## config.mk

```make
export PLATFORM = sky130hd
export DESIGN_NAME = nr_iter_ctrl
export DESIGN_NICKNAME = d
export VERILOG_FILES = /design/src/rtl/nr_iter_ctrl.sv
export SDC_FILE = /design/constraint.sdc
export NUM_CORES = 1
export LEC_CHECK = 0
export CAP_MARGIN = 15
export CORE_UTILIZATION = 40
export DETAILED_ROUTE_END_ITERATION = 10
export SLEW_MARGIN = 40
export SYNTH_ARGS = -nofsm -noshare
export SYNTH_HDL_FRONTEND = slang
export SYNTH_SLANG_ARGS = --single-unit
```

## constraint.sdc

```tcl
create_clock -name clk -period 4.1 [get_ports clk]
set_input_delay 0.82 -clock clk [delete_from_list [all_inputs] [get_ports clk]]
set_output_delay 0.82 -clock clk [all_outputs]
set_load 0.05 [all_outputs]
```

## src/rtl/nr_iter_ctrl.sv

```systemverilog
// nr_iter_ctrl: sequences Jacobian, function and step units through Newton-Raphson iterations on a Q8.24 3-vector
module nr_iter_ctrl #(
  parameter int DW       = 32,
  parameter int FRAC     = 24,
  parameter int MAX_ITER = 16,
  parameter int TMO      = 255
) (
  input  logic                 clk,
  input  logic                 rst_n,
  input  logic                 start,
  input  logic                 abort,
  input  logic signed [DW-1:0] x0,
  input  logic signed [DW-1:0] y0,
  input  logic signed [DW-1:0] z0,
  input  logic        [DW-1:0] tol,
  output logic                 jac_en,
  input  logic                 jac_done,
  output logic                 fn_start,
  input  logic                 fn_done,
  output logic                 upd_start,
  input  logic                 upd_done,
  input  logic signed [DW-1:0] dx,
  input  logic signed [DW-1:0] dy,
  input  logic signed [DW-1:0] dz,
  output logic signed [DW-1:0] x,
  output logic signed [DW-1:0] y,
  output logic signed [DW-1:0] z,
  output logic                 busy,
  output logic                 done,
  output logic                 converged,
  output logic        [1:0]    err,
  output logic        [7:0]    iter
);
  localparam int WW = $clog2(TMO + 1);
  localparam logic [DW-1:0] SMIN = {1'b1, {(DW-1){1'b0}}};
  localparam logic [DW-1:0] SMAX = {1'b0, {(DW-1){1'b1}}};
  if (FRAC >= DW || MAX_ITER < 1 || MAX_ITER > 255 || TMO < 1) begin : g_bad_cfg
    $error("nr_iter_ctrl: invalid parameter set");
  end
  typedef enum logic [2:0] {IDLE, JAC, FN, UPD, CHK, DONE} state_e;
  state_e          state_q;
  logic [DW-1:0]   x_q, y_q, z_q, mx_q, my_q, mz_q;
  logic [7:0]      iter_q;
  logic [1:0]      err_q;
  logic [WW-1:0]   wd_q;
  logic            conv_q, busy_q, done_q, jac_en_q, fn_start_q, upd_start_q;
  logic            awaited;
  function automatic logic [DW-1:0] sat_sub(input logic [DW-1:0] a, input logic [DW-1:0] b);
    logic [DW:0] d;
    d = {a[DW-1], a} - {b[DW-1], b};
    return (d[DW] ^ d[DW-1]) ? (d[DW] ? SMIN : SMAX) : d[DW-1:0];
  endfunction
  function automatic logic [DW-1:0] mag(input logic [DW-1:0] a);
    return !a[DW-1] ? a : (a == SMIN) ? SMAX : -a;
  endfunction
  // the completion input belonging to the unit currently being waited on
  always_comb awaited = state_q == JAC ? jac_done : state_q == FN ? fn_done : (state_q == UPD) & upd_done;
  // solve FSM: pulses are cleared every cycle and only raised on a state transition
  always_ff @(posedge clk or negedge rst_n)
    if (!rst_n) begin
      state_q     <= IDLE;
      x_q         <= '0;
      y_q         <= '0;
      z_q         <= '0;
      mx_q        <= '0;
      my_q        <= '0;
      mz_q        <= '0;
      iter_q      <= '0;
      err_q       <= '0;
      wd_q        <= '0;
      conv_q      <= 1'b0;
      busy_q      <= 1'b0;
      done_q      <= 1'b0;
      jac_en_q    <= 1'b0;
      fn_start_q  <= 1'b0;
      upd_start_q <= 1'b0;
    end else begin
      jac_en_q    <= 1'b0;
      fn_start_q  <= 1'b0;
      upd_start_q <= 1'b0;
      done_q      <= 1'b0;
      case (state_q)
        IDLE: if (start) begin
          x_q      <= x0;
          y_q      <= y0;
          z_q      <= z0;
          iter_q   <= '0;
          err_q    <= '0;
          conv_q   <= 1'b0;
          wd_q     <= '0;
          busy_q   <= 1'b1;
          jac_en_q <= 1'b1;
          state_q  <= JAC;
        end
        JAC, FN, UPD:
          if (abort) begin
            err_q   <= 2'b11;
            done_q  <= 1'b1;
            state_q <= DONE;
          end else if (awaited) begin
            wd_q        <= '0;
            fn_start_q  <= state_q == JAC;
            upd_start_q <= state_q == FN;
            state_q     <= state_q == JAC ? FN : state_q == FN ? UPD : CHK;
            if (state_q == UPD) begin
              x_q    <= sat_sub(x_q, dx);
              y_q    <= sat_sub(y_q, dy);
              z_q    <= sat_sub(z_q, dz);
              mx_q   <= mag(dx);
              my_q   <= mag(dy);
              mz_q   <= mag(dz);
              iter_q <= iter_q + 8'd1;
            end
          end else if (wd_q == WW'(TMO - 1)) begin
            err_q   <= 2'b10;
            done_q  <= 1'b1;
            state_q <= DONE;
          end else wd_q <= wd_q + 1'b1;
        CHK:
          if (abort) begin
            err_q   <= 2'b11;
            done_q  <= 1'b1;
            state_q <= DONE;
          end else if (mx_q <= tol && my_q <= tol && mz_q <= tol) begin
            conv_q  <= 1'b1;
            done_q  <= 1'b1;
            state_q <= DONE;
          end else if (iter_q == 8'(MAX_ITER)) begin
            err_q   <= 2'b01;
            done_q  <= 1'b1;
            state_q <= DONE;
          end else begin
            wd_q     <= '0;
            jac_en_q <= 1'b1;
            state_q  <= JAC;
          end
        default: begin
          busy_q  <= 1'b0;
          state_q <= IDLE;
        end
      endcase
    end
  assign x         = x_q;
  assign y         = y_q;
  assign z         = z_q;
  assign iter      = iter_q;
  assign err       = err_q;
  assign converged = conv_q;
  assign busy      = busy_q;
  assign done      = done_q;
  assign jac_en    = jac_en_q;
  assign fn_start  = fn_start_q;
  assign upd_start = upd_start_q;
endmodule

```

* Word level (Yosys, flattened, before mapping)
Index checks and enable logic that the tools add are counted.
** Cells by class
- Muxes and demuxes :: 83
- Add/sub/neg operators :: 8
- Eq/ne operators :: 23
- Magnitude comparators :: 3
- Reductions and logical operators :: 15
- Bitwise operators :: 6
** Operator list (number)
- $mux 32 :: 24
- $pmux 32 s2 :: 3
- $sub 32x32->33 :: 3
- $eq 32x32->1 const B :: 3
- $le 32x32->1 :: 3
- $neg 32->32 :: 3
- $mux 8 :: 10
- $mux 3 :: 9
- $pmux 8 s3 :: 1
- $mux 1 :: 22
- $add 8x1->8 const B :: 2
- $ne 2x2->1 const B :: 8
- $pmux 8 s2 :: 1
- $ne 3x3->1 const B :: 5
- $mux 2 :: 7
- $pmux 3 s3 :: 1
- $eq 8x5->1 const B :: 1
- $eq 8x8->1 const B :: 1
- $pmux 1 s2 :: 4
- $reduce_and 4->1 :: 2
- $reduce_and 7->1 :: 1
- $eq 3x2->1 const B :: 2
- $pmux 2 s3 :: 1
- $reduce_and 6->1 :: 1
- 14 further kinds :: 20
** Word-level totals
- Output and inout bits :: 112
- Input port bits :: 231
- Word-level logic and storage cells :: 154
- Register bits after elaboration :: 219

* Depth between registers and ports, before layout
Gate-level depths: netlist (run 1).
- Depth after elaboration :: 7
- Depth in mapped cells :: 15
- Depth with buffers taken out :: 13

* Least setup slack after synthesis (run 1)
No wires, ideal clock.
- Path type :: input -> register
- Start :: input port dy[2]
- End :: register my_q[29]
- Stages :: 10
- Setup time :: 0.077 ns
- Setup slack :: -0.058 ns
- Buffers on the path :: 0
- Arrival :: 4.082 ns
- Required time :: 4.023 ns
- Cell sequence :: or3_4 > or4_4 > or4_1 > or3_1 > or4_4 > or3_4 > or4_4 > o21ai_2 > mux2_1 > o21ai_1
** Between the ends
- Cells in the longest elaborated chain, start to end :: 3
- Elaborated cells on any way between the ends :: 4
- Those cells by class :: 1 x add/sub; 1 x eq/ne; 2 x mux
** RTL lines
- from (decl) :: line 23 : input logic signed [DW-1:0] dy,
- $neg 32->32 / $eq 32x32->1 (equally long branches) :: line 54 : return !a[DW-1] ? a : (a == SMIN) ? SMAX : -a;
- $mux 32 * (2 in series) :: line 54
- to (signal assigned) :: line 110 : my_q <= mag(dy);
- to (decl) :: line 42 : logic [DW-1:0] x_q, y_q, z_q, mx_q, my_q, mz_q;
Every way passes the cells marked *; elsewhere a longest branch is shown, timed or not.
A chain may end at the register's enable or synchronous reset.

* Worst setup path after layout (run 1)
- Start :: input port dy[0]
- End :: register my_q[29]
The elaborated chain is that of the path after synthesis.

==> flow_summary_export.csv, run 1 <==
group,metric,value,unit
placed_design,hpwl,58.0,mm
setup_path,endpoint_kind,"flop",
pwr,fin_total_pwr,19.3,mW
pwr,p_leak,12.3,nW
pwr,vdd_drop_max,418,µV
run_status,status,"finished clean",
pwr,p_sw,9.28,mW
timing,tns,0,ns
die,fp.dieH,219,µm
logic_synthesis,syn_area,18900,µm²
clocking,cts_tree,"done",
clocking,clockBufferDepth,3,
setup_path,path_class,"in2reg",
die,rows,79,
routing,drc,0,
clocking,cts_sinks,219,
setup_path,critPathRequiredTime,4.61,ns
clocking,cts_buffers,29,
logic_synthesis,synth-edff-count,0,
setup_path,r2r-end,"z[30]$_DFFE_PN0P_",
die,die-area,48100,µm²
timing,setup_violations,0,
setup_path,r2r_start,"z[0]$_DFFE_PN0P_",
setup_path,rr_worst_depth,14,
pwr,sw_frac_of_total,0.482,
pwr,clkPwrFrac,0.128,
routing,routed-via-count,20300,
die,die_w,219,µm
pwr,combPwrFrac,0.662,
timing,relSlewSlack,0.498,
setup_path,reg2reg_slack,0.46,ns
logic_synthesis,synth-main-ff-cell,"dfrtp_1",
setup_path,startpoint_type,"input pin",
global_route,grt_usage,0.293,
routing,routedWlPerCell,19.9,µm
placed_design,routabilityCongestion,0.958,
global_route,busiest_layer,"met2",
logic_synthesis,ys_ff_latch,219,
clocking,clk_pin_slew_worst_paths,0.06,ns
die,io_pins,343,
timing,finClkSkew,0.0111,ns
global_route,use_met3,0.0320,
global_route,groute.layer.met1.usage,0.413,
routing,dr.pass1.iters,6,
timing,final.period_utilization,0.978,
die,core_area,46600,µm²
timing,max_clock_freq,249,MHz
clocking,ctsHoldBuffers,0,
clocking,htreeDepth,1,
logic_synthesis,synth_top_area_frac,0.290,
timing,hold_viol_final,0,
global_route,grt_max_degree,89,
logic_synthesis,syn_area_per_cell,7.94,µm²
clocking,root_buffer,"clkbuf_16",
clocking,clock_latency,0.58,ns
finish,drive_above_1_share,0.140,
routing,wl,71.9,mm
logic_synthesis,yosys-top-cells-count,"271 x a21oi_1, 248 x o21ai_0, 221 x nand2_1, 219 x dfrtp_1, 199 x ha_1",
finish,n_fill_cell,4311,
routing,viasPerCell,5.62,
logic_synthesis,synth.area.top_cells,"dfrtp_1 29%, ha_1 13%, a21oi_1 7.2%, o21ai_0 6.6%, xnor2_1 5.9%",
logic_synthesis,syn_nets,2815,
logic_synthesis,synth_top_cell_by_area,"dfrtp_1",
logic_synthesis,async_flop_share,1.00,
hold_path,min_path_type,"in2async",
global_route,grt_overflow_total,0,
logic_synthesis,ys_seq_area_frac,0.290,
global_route,grt_pass1_wl,110,mm
timing,period_needed,4.01,ns
die,start_util,0.406,
pwr,p_int,9.98,mW
setup_path,critPathArrivalTime,4.52,ns
setup_path,crit_end,"my_q[29]$_DFFE_PN0P_",
pwr,seq_power_share,0.210,
timing,maxSlewViolCount,0,
timing,rsz0062_at_grt,"no",
placed_design,portBuffers,342,
logic_synthesis,synthDistinctLibCells,67,
pwr,power_density,732,nW/µm²
job,maxCapViolCount,0,
logic_synthesis,synthCells,2382,
global_route,grt_pass1_vias,20000,
setup_path,crit_path_start,"dy[0]",
finish,fin_nets,3418,
logic_synthesis,yosysMostFrequentCell,"a21oi_1",
timing,worst_pin_slew,0.743,ns
global_route,antenna_found_initial,0,
routing,ant_nets,0,
setup_path,path_max_fanout,2,
global_route,grt_use_met2,0.475,
logic_synthesis,yosys_warnings,0,
finish,syn_to_final_growth,39.2,%
routing,first_iter_violations,1608,
==> registers in the layout (all words and copies together) (netlist names), 2 cells and up <==
register,flops
err,2
iter,8
mx_q,32
my_q,32
mz_q,32
state_q,3
wd_q,8
x,32
y,32
z,32
==> repair_timing <==
action	4_1_cts	5_1_grt
gates cloned	0	0
setup endpoints to repair	1	22
pin swaps	8	4
setup buffers	1	1
resized for setup	20	2
==> how the worst min path moves through the flow <==
| stage | start | end | slack [ns] | cells after the start |
|---|---|---|---|---|
| global route | rst_n | z[10]$_DFFE_PN0P_ | 0.31 | 1 |
| CTS | rst_n | z[11]$_DFFE_PN0P_ | 0.28 | 1 |
| finish | rst_n | z[11]$_DFFE_PN0P_ | 0.27 | 1 |
| floorplan | my_q[12]$_DFFE_PN0P_ | my_q[12]$_DFFE_PN0P_ | 0.44 | 2 |
| detailed placement | my_q[14]$_DFFE_PN0P_ | my_q[14]$_DFFE_PN0P_ | 0.47 | 2 |
| global placement | my_q[14]$_DFFE_PN0P_ | my_q[14]$_DFFE_PN0P_ | 0.46 | 2 |
==> routing by layer <==
layer,routed length (µm),vias to the layer above
li1,-,9824
met1,33200,9774
met2,33000,603
met3,4170,88
met4,1620,0
met5,0,-
==> power groups by stage <==
| stage | clock, mW | combinational, mW | sequential (mW) |
|---|---|---|---|
| 2_1_floorplan | 0 | 6.45 | 5.38 |
| 3_3_place_gp | 0 | 12.4 | 4.07 |
| 3_5_place_dp | 0 | 12.6 | 4.07 |
| 4_1_cts | 2.52 | 12.7 | 4.05 |
| 5_1_grt | 2.61 | 14.0 | 4.14 |
| 6_report | 2.47 | 12.8 | 4.04 |
==> cell usage in the layout, fill, tap and decap left out, drive strengths merged, types with 32 or more instances in the layout <==
cell type | synthesis | final
a21o | 79 | 79
a21oi | 271 | 271
buf | 9 | 334
clkbuf | 91 | 42
clkdlybuf4s50 | 0 | 336
dfrtp | 219 | 219
ha | 199 | 199
inv | 167 | 167
nand2 | 221 | 221
nand3 | 36 | 36
nand4 | 46 | 46
nor2 | 156 | 156
nor3 | 38 | 38
o21ai | 252 | 252
o31ai | 32 | 32
or3 | 72 | 72
xnor2 | 127 | 127
xor2 | 32 | 32
==> critical path: stages <==
cell and delay (ns):
clkdlybuf4s50_1 0.43, or4_4 0.51, or4_4 0.50, or3_4 0.38, or4_4 0.49, or3_4 0.38
or4_4 0.43, o21ai_2 0.16, mux2_4 0.32, o21ai_2 0.10
==> final cells by class <==
type / instances / area [µm²] / area share
multi-input combinational: 1895 / 12500 / 0.475
tap: 607 / 759 / 0.0289
clock inverter: 6 / 57.6 / 0.00219
timing repair buffer: 672 / 6040 / 0.230
clock buffer: 42 / 845 / 0.0321
antenna: 1 / 2.50 / 0.0000951
inverter: 168 / 631 / 0.0240
sequential: 219 / 5480 / 0.208
==> metrics by stage <==
step / instance area [µm²] / instances / hold WS, ns / utilization / worst slack (ns)
6_report: 26300 / 3610 / 0.273 / 0.565 / 0.0900
5_1_grt: 26300 / 3609 / 0.312 / 0.565 / 0.00384
4_1_cts: 26300 / 3608 / 0.280 / 0.565 / -0.0521
3_5_place_dp: 25400 / 3559 / 0.466 / 0.545 / -0.677
3_3_place_gp: 25400 / 3559 / 0.461 / 0.545 / -0.639
2_1_floorplan: 18900 / 2382 / 0.443 / - / -0.0584
==> logic make-up (layout without fill, tap and decap cells) <==
kind of cell,count (synthesis),in the layout,share of synthesized area
other cells,0,1,0
compound gates,826,826,0.262
mux,7,7,0.00377
xor+xnor,159,159,0.0737
buf+inv,268,888,0.0533
flops,219,219,0.290
fa+ha+maj,202,202,0.135
simple gates,701,701,0.182
Power figures use the tool's default switching activity.
==> run 2, diff against run 1 <==
--- a/config.mk
+++ b/config.mk
@@ -8,6 +8,7 @@
 export CAP_MARGIN = 15
 export CORE_UTILIZATION = 40
 export DETAILED_ROUTE_END_ITERATION = 10
+export HOLD_SLACK_MARGIN = 0.1
 export SLEW_MARGIN = 40
 export SYNTH_ARGS = -nofsm -noshare
 export SYNTH_HDL_FRONTEND = slang
==> results of run 2 <==
The final DEF is identical to that of run 1; final timing and power are the same.
==> run 3, diff against run 2 <==
--- a/config.mk
+++ b/config.mk
@@ -6,7 +6,9 @@
 export NUM_CORES = 1
 export LEC_CHECK = 0
 export CAP_MARGIN = 15
-export CORE_UTILIZATION = 40
+export CORE_MARGIN = 4
+export CORE_UTILIZATION = 25
+export CTS_CLUSTER_DIAMETER = 120
 export DETAILED_ROUTE_END_ITERATION = 10
 export HOLD_SLACK_MARGIN = 0.1
 export SLEW_MARGIN = 40
==> run 3 against run 2 <==
Die area up 66%. Sequential share of layout area fell by 0.70 points. Total power is 3.5% higher. Combinational power is essentially flat. Non-clock buffer count grew 26. Clock-buffer cell count down 3. Via count is 1.9% lower. Sequential power is 2% higher. Cell area increased by 3.5%. Worst setup slack got worse by 0.014 ns. Sequential cell count stayed put. Clock power up 21%. Largest power group unchanged. Highest routed layer is now met5.
==> flow_summary_export.csv, run 3 (synthesized netlist as in run 1, its figures left out) <==
group,metric,value,unit
run_status,status,"finished clean",
routing,wl_met1,36.9,mm
setup_path,rr_worst_depth,13,
finish,instances_no_fill,4014,
routing,wl_met3,3.69,mm
finish,utilization,0.365,
placed_design,routabilityCongestion,0.934,
pwr,vdd_drop_max,485,µV
finish,syn_to_final_growth,44.0,%
timing,tns,0,ns
routing,viasPerCell,4.96,
placed_design,hpwl,63.1,mm
die,rows,100,
setup_path,crit_top_cell,"or4_4",
hold_path,min_path_type,"in2async",
setup_path,critPathRequiredTime,4.61,ns
routing,top_layer,"met5",
timing,setup_violations,0,
setup_path,reg2reg_slack,0.56,ns
setup_path,critPathSlowestCell,"or4_4",
clocking,htreeDepth,1,
timing,finClkSkew,0.0385,ns
finish,fin_nets,3445,
routing,drc,0,
clocking,cts_buffers,30,
setup_path,path_class,"in2reg",
global_route,grt_pass1_wl,118,mm
die,core_area,74700,µm²
routing,dr.pass1.iters,5,
routing,first_iter_violations,1258,
finish,drive_above_1_share,0.150,
placed_design,dp.cells,3949,
die,io_pins,343,
setup_path,endpoint_kind,"flop",
timing,fin_ws,0.0756,ns
setup_path,crit_chain,"clkdlybuf4s15_1, or3_4, or4_4, or4_4, or3_4, or4_4, or3_4, or4_4, o21ai_2, mux2_4, o21ai_2",
routing,routedWlPerCell,19.5,µm
placed_design,place_ws,-0.669,ns
clocking,cts_sinks,219,
clocking,root_buffer,"clkbuf_16",
clocking,clk_pin_slew_worst_paths,0.07,ns
timing,final.period_utilization,0.982,
finish,n_fill_cell,7733,
finish,layout_commonest_cell,"buf_4",
clocking,cts_tree,"done",
finish,final_cell_mix,"346 x buf_4, 338 x clkdlybuf4s50_1, 270 x a21oi_1",
timing,max_clock_freq,248,MHz
timing,period_needed,4.02,ns
pwr,power_density,732,nW/µm²
die,start_util,0.253,
global_route,grt_overflow_total,0,
timing,hold_viol_final,0,
setup_path,startpoint_type,"input pin",
clocking,clockBufferDepth,3,
die,die_w,283,µm
routing,wl_met2,35.8,mm
routing,ant_nets,0,
setup_path,cp_slowest_stage_delay,0.55,ns
timing,rsz0062_at_grt,"no",
global_route,grt_usage,0.186,
clocking,postCtsSetupBuffers,0,
pwr,p_leak,12.6,nW
timing,worst_pin_slew,0.671,ns
clocking,clock_latency,0.59,ns
global_route,grt_pass1_vias,19600,
setup_path,critPathArrivalTime,4.54,ns
routing,routed-via-count,19900,
timing,maxSlewViolCount,0,
job,maxCapViolCount,0,
die,die-area,80100,µm²
placed_design,portBuffers,342,
routing,wl,78.3,mm
global_route,antenna_found_initial,13,
die,fp.dieH,283,µm
timing,relSlewSlack,0.553,
setup_path,path_max_fanout,2,
setup_path,r2r_start,"x[1]$_DFFE_PN0P_",
global_route,grt_max_degree,123,
setup_path,r2r-end,"x[30]$_DFFE_PN0P_",
[run 3: changes by cell type in the layout (fill, tap and decap cells not counted), moves of 3 or more]
cell	previous run	this run
buf_12	12	9
buf_4	318	346
bufinv_16	1	7
clkbuf_1	6	3
clkinv_2	4	0
clkinvlp_4	1	4
diode_2	1	10
[run 3: worst max path at each step]
| stage | startpoint | end |
|---|---|---|
| 3_5_place_dp | dy[2] | my_q[29]$_DFFE_PN0P_ |
| 2_1_floorplan | dy[2] | my_q[29]$_DFFE_PN0P_ |
| 4_1_cts | dy[3] | my_q[29]$_DFFE_PN0P_ |
| 6_report | dy[2] | my_q[29]$_DFFE_PN0P_ |
| 5_1_grt | dx[9] | x[27]$_DFFE_PN0P_ |
| 3_3_place_gp | dy[2] | my_q[29]$_DFFE_PN0P_ |
[run 3: timing repair]
action                     4_1_cts  5_1_grt
gates resized for setup          3        9
hold buffers                     0        0
setup endpoints to repair        1       16
pin swaps                        0        4
[run 3: routing by layer]
metal / up-vias / GRT usage
met5: - / 0
met2: 473 / 0.304
met3: 90 / 0.0249
met1: 9428 / 0.259
li1: 9904 / -
met4: 4 / 0.0521
[run 3: final cells by class]
class | instances | area [µm²] | share of cell area
tap | 969 | 1210 | 0.0445
timing repair buffer | 698 | 6240 | 0.229
multi-input combinational | 1895 | 12500 | 0.459
inverter | 168 | 631 | 0.0232
clock buffer | 39 | 845 | 0.0310
clock inverter | 16 | 292 | 0.0107
antenna | 10 | 25.0 | 0.000919
sequential | 219 | 5480 | 0.201
[run 3: metrics by stage]
step / total power [mW] / area, µm² / hold WS, ns
global route: 21.5 / 27200 / 0.219
floorplan: 11.8 / 18900 / 0.443
detailed placement: 16.9 / 26000 / 0.479
finish: 19.9 / 27200 / 0.216
global placement: 16.8 / 26000 / 0.460
CTS: 20.0 / 27200 / 0.190
[run 3: worst max-delay path: cells and delay by family]
family / cells / cell delay [ns]
and+or+nand+nor: 7 / 2.92
muxes: 1 / 0.32
AOI/OAI and AO/OA: 2 / 0.28
buffers and inverters: 1 / 0.19
[run 3: power by group]
| group | internal (mW) | leakage [nW] | switching, mW |
|---|---|---|---|
| Combinational | 5.44 | 9.31 | 7.36 |
| Clock | 1.89 | 0.540 | 1.10 |
| Sequential | 3.13 | 2.72 | 1.01 |
==> variant 1 (flow settings as in run 1) <==
Register the input `z0` before use, without a reset. The logic sees it one clock later. The other inputs are not delayed to match.
--- a/src/rtl/nr_iter_ctrl.sv
+++ b/src/rtl/nr_iter_ctrl.sv
@@ -35,4 +35,11 @@
   localparam logic [DW-1:0] SMIN = {1'b1, {(DW-1){1'b0}}};
   localparam logic [DW-1:0] SMAX = {1'b0, {(DW-1){1'b1}}};
+
+  logic signed [DW-1:0] z0_q;
+
+  always_ff @(posedge clk) begin
+      z0_q <= z0;
+  end
+
   if (FRAC >= DW || MAX_ITER < 1 || MAX_ITER > 255 || TMO < 1) begin : g_bad_cfg
     $error("nr_iter_ctrl: invalid parameter set");
@@ -84,5 +91,5 @@
           x_q      <= x0;
           y_q      <= y0;
-          z_q      <= z0;
+          z_q      <= z0_q;
           iter_q   <= '0;
           err_q    <= '0;
Formal check against the unedited RTL: not equivalent (Yosys sat finds a counterexample within 4 cycles, from zero or initial values and one cycle with rst_n low).
==> variant 1 against run 1 <==
Sequential cell count is 32 higher. Die area is 3.1% higher. Area after synthesis is 3.2% higher. Setup slack better by 0.13 ns. Total power is 3.0% higher. Sequential share of layout area is 1.7 points higher. Design area is 3.1% higher. Combinational power is 4% lower. Synthesized cell count is 0.25% higher. Via count is 1.6% lower. Register-to-register slack better by 0.06 ns. Routed wire length is 1.5% lower. Critical path type unchanged.
==> variant 1: results (changes against run 1) <==
* Family of cells with the greatest summed delay on the critical path: compound AO/OA/AOI/OAI gates (was simple AND/OR/NAND/NOR gates)
* Reg-to-reg setup timing slack at 0.52 ns (was 0.46 ns)
* Power per Cell Area at 731 nW/um^2 (was 732 nW/um^2)
* Total area of multi-input combinational cells at 12400 um^2 (was 12500 um^2)
* Number of signal-net inverters in the final layout at 164 (was 168)
* Launching instance or port of the critical path: dx[6] (was dy[0])
* Global-route usage over all layers at 28.4% (was 29.3%)
* Count of multi-input combinational gates at 1873 (was 1895)
* Pin slew with the least headroom to its limit at 0.743 ns (about the same)
* Clk tree area frac at 4.53% (was 3.43%)
* Global-route track usage on met1 at 37.9% (was 41.3%)
* Number of clock buffers in the layout at 41 (was 42)
* Endpoint of the most critical setup path: x[12] (was my_q[29])
* Wl on met1 at 32300 um (was 33200 um)
* Nets at 3407 (was 3418)
* Run status: completed (unchanged)
* Adder and majority cell fraction of the synthesized area at 13.2% (was 13.5%)
* Clock group total power at 3.27 mW (was 2.47 mW)
* Register area share after synthesis at 31.4% (was 29.0%)
* Compound-Gate Fraction of Synth Area at 24.5% (was 26.2%)
* Global-route wire length before repair at 111000 um (was 110000 um)
* Synth Area in XOR/XNOR at 7.37% (about the same)
* Final antenna diode count at 4 (was 1)
* Endpoint of the worst-slack reg-to-reg timing path: z[5] (was z[30])
* Insertion delay to the later sink of the worst-skew pair at 0.55 ns (was 0.58 ns)
* Initial antenna violation count at 6 (was 0)
* M3 GR Usage at 3.62% (was 3.20%)
## variant 1: cell count changes in the layout (fill, tap and decap cells not counted), moves of 25 or more
cell / run 1 / this run
or3_1: 68 / 28
dfxtp_1: 0 / 32
o22ai_1: 8 / 33
nor3_1: 36 / 71
o21ai_0: 248 / 153
buf_4: 318 / 290
nor2_1: 153 / 225
## variant 1: metrics by stage
step,setup WS [ns],hold WS (ns),instances,utilization [%],area (um^2)
floorplan,0.240,0.443,2388,-,19500
global placement,-0.353,0.470,3552,53.9,25800
detailed placement,-0.466,0.468,3553,54.0,25900
CTS,0.103,0.326,3613,56.5,27100
global route,-0.00239,0.341,3615,56.6,27100
finish,0.221,0.289,3617,56.6,27100
## variant 1: what timing repair did
action                                 CTS  global route
setup endpoints to repair                0            53
endpoints found under the hold margin    0             0
resized for setup                        0             3
==> variant 2 (config.mk and constraints of run 1) <==
Without the edit above. `MAX_ITER`: 16 -> 8.
--- a/src/rtl/nr_iter_ctrl.sv
+++ b/src/rtl/nr_iter_ctrl.sv
@@ -3,5 +3,5 @@
   parameter int DW       = 32,
   parameter int FRAC     = 24,
-  parameter int MAX_ITER = 16,
+  parameter int MAX_ITER = 8,
   parameter int TMO      = 255
 ) (
Function: not settled (the Yosys comparison gave no result); the edit may change what the design does.
==> variant 2 against run 1 <==
Routed wire length decreased by 1.7%. Total power increased by 0.91%. Non-clock buffer count increased by 8. Setup slack improved by 0.049 ns. Design area increased by 0.62%. Area after synthesis about the same. Count of clock-buffer cells in the layout decreased by 6. Sequential cell count unchanged. Register-to-register slack improved by 0.11 ns. Largest cell class unchanged.
==> variant 2: results (changes against run 1) <==
* Sum of net half-perimeters after detailed placement at 56600 um (was 58000 um)
* Final antenna diode count at 0 (was 1)
* Adder and majority cell fraction of the synthesized area at 13.5% (about the same)
* Number of nets produced by synthesis at 2810 (was 2815)
* Internal power at 10.1 mW (was 9.98 mW)
* Max Fanout on Critical Path at 2 (unchanged)
* Nets at 3421 (was 3418)
* Number of DRC markers after the initial detailed-route iteration at 1314 (was 1608)
* Depth of the worst register-to-register path at 14 (unchanged)
* Leak pwr at 12.4 nW (was 12.3 nW)
* Worst supply voltage drop on vdd at 491 uV (was 418 uV)
* Launching instance or port of the critical path: dy[6] (was dy[0])
* Global-route wire length before repair at 109000 um (was 110000 um)
* Routability-driven placement congestion ratio at 0.950 (was 0.958)
* Quantity of I/O buffers inserted on ports at 342 (unchanged)
* FMAX at 252 MHz (was 249 MHz)
* Share of synthesized flip-flops with an asynchronous set or reset at 100% (unchanged)
* Portion of netlist area occupied by mux cells at 0.377% (about the same)
* Endpoint of the worst-slack reg-to-reg timing path: x[26] (was z[30])
* Number of buffers inserted during clock tree synthesis at 28 (was 29)
* Initial DRT Pass Iterations at 5 (was 6)
* Initial antenna violation count at 6 (was 0)
* Most frequent cells after synthesis: a21oi_1 (272), o21ai_0 (246), dfrtp_1 (219) (was a21oi_1 (271), o21ai_0 (248), nand2_1 (221))
* CP max stage cell: or4_4 (unchanged)
* Largest net degree at the start of global routing at 122 (was 89)
* Critical Path Max Stage Delay at 0.57 ns (was 0.51 ns)
* Placed inst area at 25400 um^2 (about the same)
* Pre-CTS setup slack at -0.641 ns (was -0.677 ns)
* Synth Area in XOR/XNOR at 7.36% (was 7.37%)
* Max Buffers Root-to-Sink at 3 (unchanged)
* Largest cells by area after synthesis: dfrtp_1 (29%), ha_1 (13%), a21oi_1 (7.2%) (unchanged)
* Endpoint of the most critical setup path: my_q[29] (unchanged)
* Pin slew with the least headroom to its limit at 0.677 ns (was 0.743 ns)
* Vias in the first global route at 19900 (was 20000)
* Signal arrival time at the worst endpoint at 4.47 ns (was 4.52 ns)
* Register area share after synthesis at 29.0% (about the same)
* Placed cell count at 3565 (was 3559)
* Compound-Gate Fraction of Synth Area at 26.3% (was 26.2%)
* Wire length per cell after detailed routing at 19.5 um (was 19.9 um)
* Global-route usage over all layers at 29.0% (was 29.3%)
* Wirelength, routed at 70700 um (was 71900 um)
* Worst min-delay path category: in -> async (unchanged)
* Vias per std cell at 5.57 (was 5.62)
* Reg-to-reg setup timing slack at 0.57 ns (was 0.46 ns)
* Worst-case clock skew at 0.0143 ns (was 0.0111 ns)
* Ratio of cells with drive above 1 in the final layout at 14.4% (was 14.0%)
* Run status: completed (unchanged)
* Max Cap Viol at 0 (unchanged)
* Number of distinct library cells after synthesis at 70 (was 67)
* Insertion delay to the later sink of the worst-skew pair at 0.59 ns
* Number of cells produced by synthesis at 2377 (was 2382)
* Synth warnings at 0 (unchanged)
* Reg2Reg Launch Point: x[0] (was z[0])
* Clock-pin slew on the worst setup and hold paths at 0.06 ns (about the same)
## variant 2: cell types whose count changed after synthesis, moves of 2 or more
cell      change
nand2_1       -3
buf_6         +2
clkbuf_1      -3
o21ai_0       -2
nand3_1       -2
## variant 2: worst max-delay path, delay by kind of cell
family | cells | cell delay, ns
AOI/OAI and AO/OA | 2 | 0.27
muxes | 1 | 0.31
and+or+nand+nor | 6 | 2.61
buffers and inverters | 1 | 0.46
## variant 2: layout make-up
class,count,area [um^2]
fillers,4411,20100
multi-input cells,1891,12500
repair buffers,680,6110
flip-flops and latches,219,5480
clock buffers,36,802
well taps,607,759
inverters,168,631
clock inverters,16,201
## variant 2: how the worst min path moves through the flow
stage              from        to  slack (ns)  cells after the start
2_1_floorplan  my_q[12]  my_q[12]        0.44                      2
3_3_place_gp   my_q[28]  my_q[28]        0.47                      1
3_5_place_dp   my_q[30]  my_q[30]        0.47                      2
4_1_cts           rst_n     z[12]        0.20                      1
5_1_grt           rst_n     z[10]        0.22                      1
6_report          rst_n     z[12]        0.18                      1
## variant 2: power groups by stage
stage | clock [mW] | sequential, mW | combinational, mW
after floorplan | 0 | 5.38 | 6.45
after global placement | 0 | 4.11 | 12.3
after detailed placement | 0 | 4.10 | 12.5
after CTS | 2.75 | 4.08 | 12.6
after global routing | 2.85 | 4.19 | 13.9
final | 2.70 | 4.08 | 12.7
## variant 2: layer usage
metal  global-route usage, %  routed length [um]  part of all wire, %
met2                    46.6               32100                   45
met1                    40.2               32500                   46
met5                       0                  87                 0.12
met3                    4.40                4190                  5.9
met4                    7.69                1770                  2.5
## variant 2: timing repair
action | CTS | global route
pin swaps | 0 | 1
resized for setup | 2 | 8
buffers inserted | 0 | 0
setup endpoints to repair | 1 | 42
